File: src/rtl/cdc_pkg.sv
// Shared definitions for the clock-domain-crossing receivers.
package cdc_pkg;

   localparam int CDC_SYNC_STAGES_DEF = 2;
   localparam int CDC_EVT_CNT_W_DEF   = 4;

   typedef enum logic [1:0] {
      HOLD,
      INC,
      DEC,
      SAT
   } cnt_upd_e;

endpackage

File: src/rtl/cdc_sync_bit.sv
// Generic single-bit synchroniser chain; q is d delayed by SYNC_STAGES flops.
module cdc_sync_bit #(
   parameter int SYNC_STAGES = 2
) (
   input  logic clk,
   input  logic rst_n,
   input  logic d,
   output logic q
);

   (* ASYNC_REG = "TRUE" *) logic [SYNC_STAGES-1:0] s;

   // NOTE: sequential state uses non-blocking assignments so every flop samples pre-edge values.
   always_ff @(posedge clk or negedge rst_n) begin
      if (!rst_n) begin
         s <= '0;
      end else begin
         s <= {s[SYNC_STAGES-2:0], d};
      end
   end

   assign q = s[SYNC_STAGES-1];

endmodule

File: src/rtl/t2p_event_rx.sv
// Toggle-CDC receiver: regenerates one pulse per toggle, queues events in a
// saturating counter drained by a valid/ready consumer, and returns an ack level.
module t2p_event_rx
   import cdc_pkg::*;
#(
   parameter int SYNC_STAGES = CDC_SYNC_STAGES_DEF,
   parameter int CNT_W       = CDC_EVT_CNT_W_DEF
) (
   input  logic             clk2,
   input  logic             reset,
   input  logic             toggle_in,
   output logic             evt_pulse,
   output logic             evt_valid,
   input  logic             evt_ready,
   output logic [CNT_W-1:0] evt_count,
   output logic             ovf,
   input  logic             ovf_clr,
   output logic             ack_lvl
);

   localparam int                 WARM_W   = $clog2(SYNC_STAGES + 1);
   localparam logic [WARM_W-1:0]  WARM_END = WARM_W'(SYNC_STAGES);
   localparam logic [CNT_W-1:0]   CNT_MAX  = '1;

   logic              sync_q;
   logic              prev;
   logic              armed;
   logic              evt_edge;
   logic              pop;
   logic [WARM_W-1:0] warm;
   cnt_upd_e          upd;

   cdc_sync_bit #(
      .SYNC_STAGES(SYNC_STAGES)
   ) u_sync (
      .clk  (clk2),
      .rst_n(reset),
      .d    (toggle_in),
      .q    (sync_q)
   );

   // armed rises one edge after warm reaches SYNC_STAGES, so the edge seen when a
   // level held through reset first reaches prev is masked.
   always_ff @(posedge clk2 or negedge reset) begin
      if (!reset) begin
         prev      <= 1'b0;
         warm      <= '0;
         armed     <= 1'b0;
         evt_pulse <= 1'b0;
      end else begin
         prev      <= sync_q;
         if (warm != WARM_END) warm <= warm + WARM_W'(1);
         armed     <= (warm == WARM_END);
         evt_pulse <= evt_edge;
      end
   end

   assign evt_edge  = (sync_q ^ prev) & armed;
   assign evt_valid = (evt_count != '0);
   assign pop       = evt_valid & evt_ready;
   assign ack_lvl   = prev;

   // NOTE: upd gets its default before any branch so no latch is inferred.
   always_comb begin
      upd = HOLD;
      if (evt_edge && !pop) begin
         upd = (evt_count == CNT_MAX) ? SAT : INC;
      end else if (!evt_edge && pop) begin
         upd = DEC;
      end
   end

   always_ff @(posedge clk2 or negedge reset) begin
      if (!reset) begin
         evt_count <= '0;
         ovf       <= 1'b0;
      end else begin
         case (upd)
            INC:     evt_count <= evt_count + CNT_W'(1);
            DEC:     evt_count <= evt_count - CNT_W'(1);
            default: evt_count <= evt_count;
         endcase
         // A saturation on the same edge as a clear leaves the flag set.
         if (upd == SAT) begin
            ovf <= 1'b1;
         end else if (ovf_clr) begin
            ovf <= 1'b0;
         end
      end
   end

endmodule

File: config.mk
export PLATFORM = sky130hd
export DESIGN_NAME = t2p_event_rx
export DESIGN_NICKNAME = d
export VERILOG_FILES = /design/src/rtl/cdc_pkg.sv /design/src/rtl/cdc_sync_bit.sv /design/src/rtl/t2p_event_rx.sv
export SDC_FILE = /design/constraint.sdc
export NUM_CORES = 1
export LEC_CHECK = 0
export BUFFER_PORTS_ARGS = -buffer_cell sky130_fd_sc_hd__buf_2
export CORE_MARGIN = 4
export CORE_UTILIZATION = 40
export DETAILED_ROUTE_END_ITERATION = 10
export GPL_ROUTABILITY_DRIVEN = 0
export SYNTH_ARGS = -nofsm -noshare
export SYNTH_HDL_FRONTEND = slang
export SYNTH_SLANG_ARGS = --single-unit
File: constraint.sdc
create_clock -name clk2 -period 5.08 [get_ports clk2]
set_clock_uncertainty 0.2 [all_clocks]
set_input_delay 0.762 -clock clk2 [delete_from_list [all_inputs] [get_ports clk2]]
set_output_delay 0.762 -clock clk2 [all_outputs]
set_load 0.1 [all_outputs]
==> results.sh <==
export IMPL_grt_first_pass_wirelength_um=1610
export IMPL_synth_edff_count=0
export IMPL_die_area_um2=2060
export IMPL_met1_usage_pct=12.8
export IMPL_whs_path_depth=0
export IMPL_area_delta_synth_final_pct=18.1
export IMPL_r2r_cells=8
export IMPL_dr_total_vias=386
export IMPL_reg2reg_to="evt_count[3]"
export IMPL_r2r_slack_ns=2.69
export IMPL_start_kind="flop"
export IMPL_grt_pass1_vias=393
export IMPL_hold_buffers=0
export IMPL_busiest_layer="met2"
export IMPL_drtIter0Drc=6
export IMPL_slew_headroom_pct=67.4
export IMPL_die_x_um=45.4
export IMPL_place_hpwl_um=721
export IMPL_tightest_slew_ns=0.493
export IMPL_clock_sinks=12
export IMPL_post_route_util_pct=50.2
export IMPL_dp_cells=74
export IMPL_crit_family="simple AND/OR/NAND/NOR gates"
export IMPL_htreeDepth=1
export IMPL_diodes=0
export IMPL_fin_crit_sh_pct=50.3
export IMPL_initial_core_util_pct=42.5
export IMPL_path_class="reg -> out"
export IMPL_cp_required_ns=4.12
export IMPL_setup_violations=0
export IMPL_cts_setup_buffers=0
export IMPL_yosysWarnings=0
export IMPL_crit_path_max_incr_delay_ns=0.57
export IMPL_arrival_ns=1.59
export IMPL_grt_util_all_layers_pct=11.1
export IMPL_port_buffers=12
export IMPL_layout_common_cells="dfrtp_1, buf_2, inv_1, ha_1"
export IMPL_synth_area_leaders="dfrtp_1, ha_1, xnor2_1"
export IMPL_hold_viol_final=0
export IMPL_via_per_inst=5.01
export IMPL_critPathMaxFanout=7
export IMPL_worst_path_buf_inv=1
export IMPL_clk_latency_ns=0.26
export IMPL_synth_top_cell_area_share_pct=53.6
export IMPL_drive_above_1_share_pct=30.6
export IMPL_synth_flop_cell="dfrtp_1"
export IMPL_synthCells=47
export IMPL_netlist_area_um2=561
export IMPL_fin_crit_ns=2.55
export IMPL_numCtsBuffers=3
export IMPL_cpMaxStageDelayCell="or4_4"
export IMPL_num_rows=13
export IMPL_die_y_um=45.4
export IMPL_fmax_mhz=392
export IMPL_cp_cell_sequence="or4_4 -> buf_2"
export IMPL_avgSynthCellArea_um2=11.9
export IMPL_hp_start="u_sync.s[0]"
export IMPL_met2_usage_pct=19.2
export IMPL_grt_ovfl_total=0
export IMPL_ys_async_sr_fraction_pct=100
export IMPL_avgRoutedWirePerCell_um=12.0
export IMPL_first_pass_iters=2
export IMPL_synth_top_area_cell="dfrtp_1"
export IMPL_rsz0062_at_grt="false"
export IMPL_outcome="finished, final reports clean"
export IMPL_holdCritPathClass="reg -> reg"
export IMPL_gr_usage_met3_pct=5.93
export IMPL_ant_nets=0
export IMPL_drv_slew=0
export IMPL_end_kind="output pin"
export IMPL_nets=74
export IMPL_min_to="u_sync.s[1]"
export IMPL_syn_nets=57
export IMPL_synth_seq_cells=12
export IMPL_fin_setup_tns_ns=0
export IMPL_clockBufferDepth=2
export IMPL_drcViolationCount=0
export IMPL_ios=13
export IMPL_antenna_found_initial=0
export IMPL_layout_cells_non_filler=77
export IMPL_cts_resized=0
export IMPL_grt_max_degree=13
export IMPL_timing_rr_start="evt_count[1]"
export IMPL_coreArea_um2=1320
export IMPL_seq_area_frac_synth_pct=53.6
export IMPL_cts_tree="done"
export IMPL_clk_pin_slew_worst_paths_ns=0.07
export IMPL_max_cap_violations=0
export IMPL_synth_cell_types=21
export IMPL_cts_root_buffer="clkbuf_4"
export IMPL_wl_um=922
-- cell usage after synthesis (2+ instances only) --
cell     instances
xor2_1           2
ha_1             4
dfrtp_1         12
nand3_1          2
inv_1            6
o21ai_0          2
xnor2_1          3
a21oi_1          2
nand2_1          2
-- metrics by stage --
| stage | hold slack, ns | setup WS (ns) | area (um2) |
|---|---|---|---|
| after floorplan | 0.131 | 2.03 | 561 |
| after global placement | 0.134 | 2.73 | 639 |
| after detailed placement | 0.135 | 2.68 | 639 |
| after CTS | 0.150 | 2.51 | 662 |
| after global routing | 0.158 | 2.47 | 662 |
| final | 0.148 | 2.53 | 662 |
-- per-layer routing --
layer | vias up | share of wire, %
li1 | 193 | -
met1 | 181 | 44
met2 | 12 | 47
met3 | 0 | 9.4
met4 | 0 | 0
met5 | - | 0
-- logic make-up after synthesis --
family / after synthesis / share of synthesized area, %
fa+ha+maj: 5 / 12.5
simple gates: 9 / 9.82
compound gates: 7 / 7.81
flops: 12 / 53.6
mux: 2 / 3.79
xor+xnor: 5 / 7.81
buf+inv: 7 / 4.69
-- area by class of cell --
| class | instances | area (um2) |
|---|---|---|
| clock buffer | 3 | 22.5 |
| fill | 124 | 656 |
| inverter | 7 | 26.3 |
| multi-input combinational | 28 | 234 |
| sequential | 12 | 300 |
| tap | 15 | 18.8 |
| timing repair buffer | 12 | 60.1 |
-- worst max path at each step --
stage	endpoint	from	cells past startpoint
floorplan	evt_count[3]	evt_count[1]	8
global placement	evt_count[3]	evt_count[1]	8
detailed placement	evt_count[3]	evt_count[1]	7
CTS	evt_valid	evt_count[1]	2
global route	evt_valid	evt_count[1]	2
finish	evt_valid	evt_count[1]	2
-- flip-flops by register name, summed over array words and instances, names as in the netlist --
| register | flops |
|---|---|
| evt_pulse | 1 |
| evt_count | 4 |
| armed | 1 |
| ack_lvl | 1 |
| u_sync.s | 2 |
| warm | 2 |
| ovf | 1 |
-- worst reg2reg max path, delay by kind of cell (launching register included) --
family | cells | cell delay, ns
flops | 1 | 0.45
compound gates | 1 | 0.18
xor+xnor | 1 | 0.13
simple gates | 3 | 0.87
mux | 1 | 0.08
fa+ha+maj | 1 | 0.32
buf+inv | 1 | 0.06
Power is not shown: default switching activity piles up to over one toggle a cycle in this logic, so the estimate is an artifact.
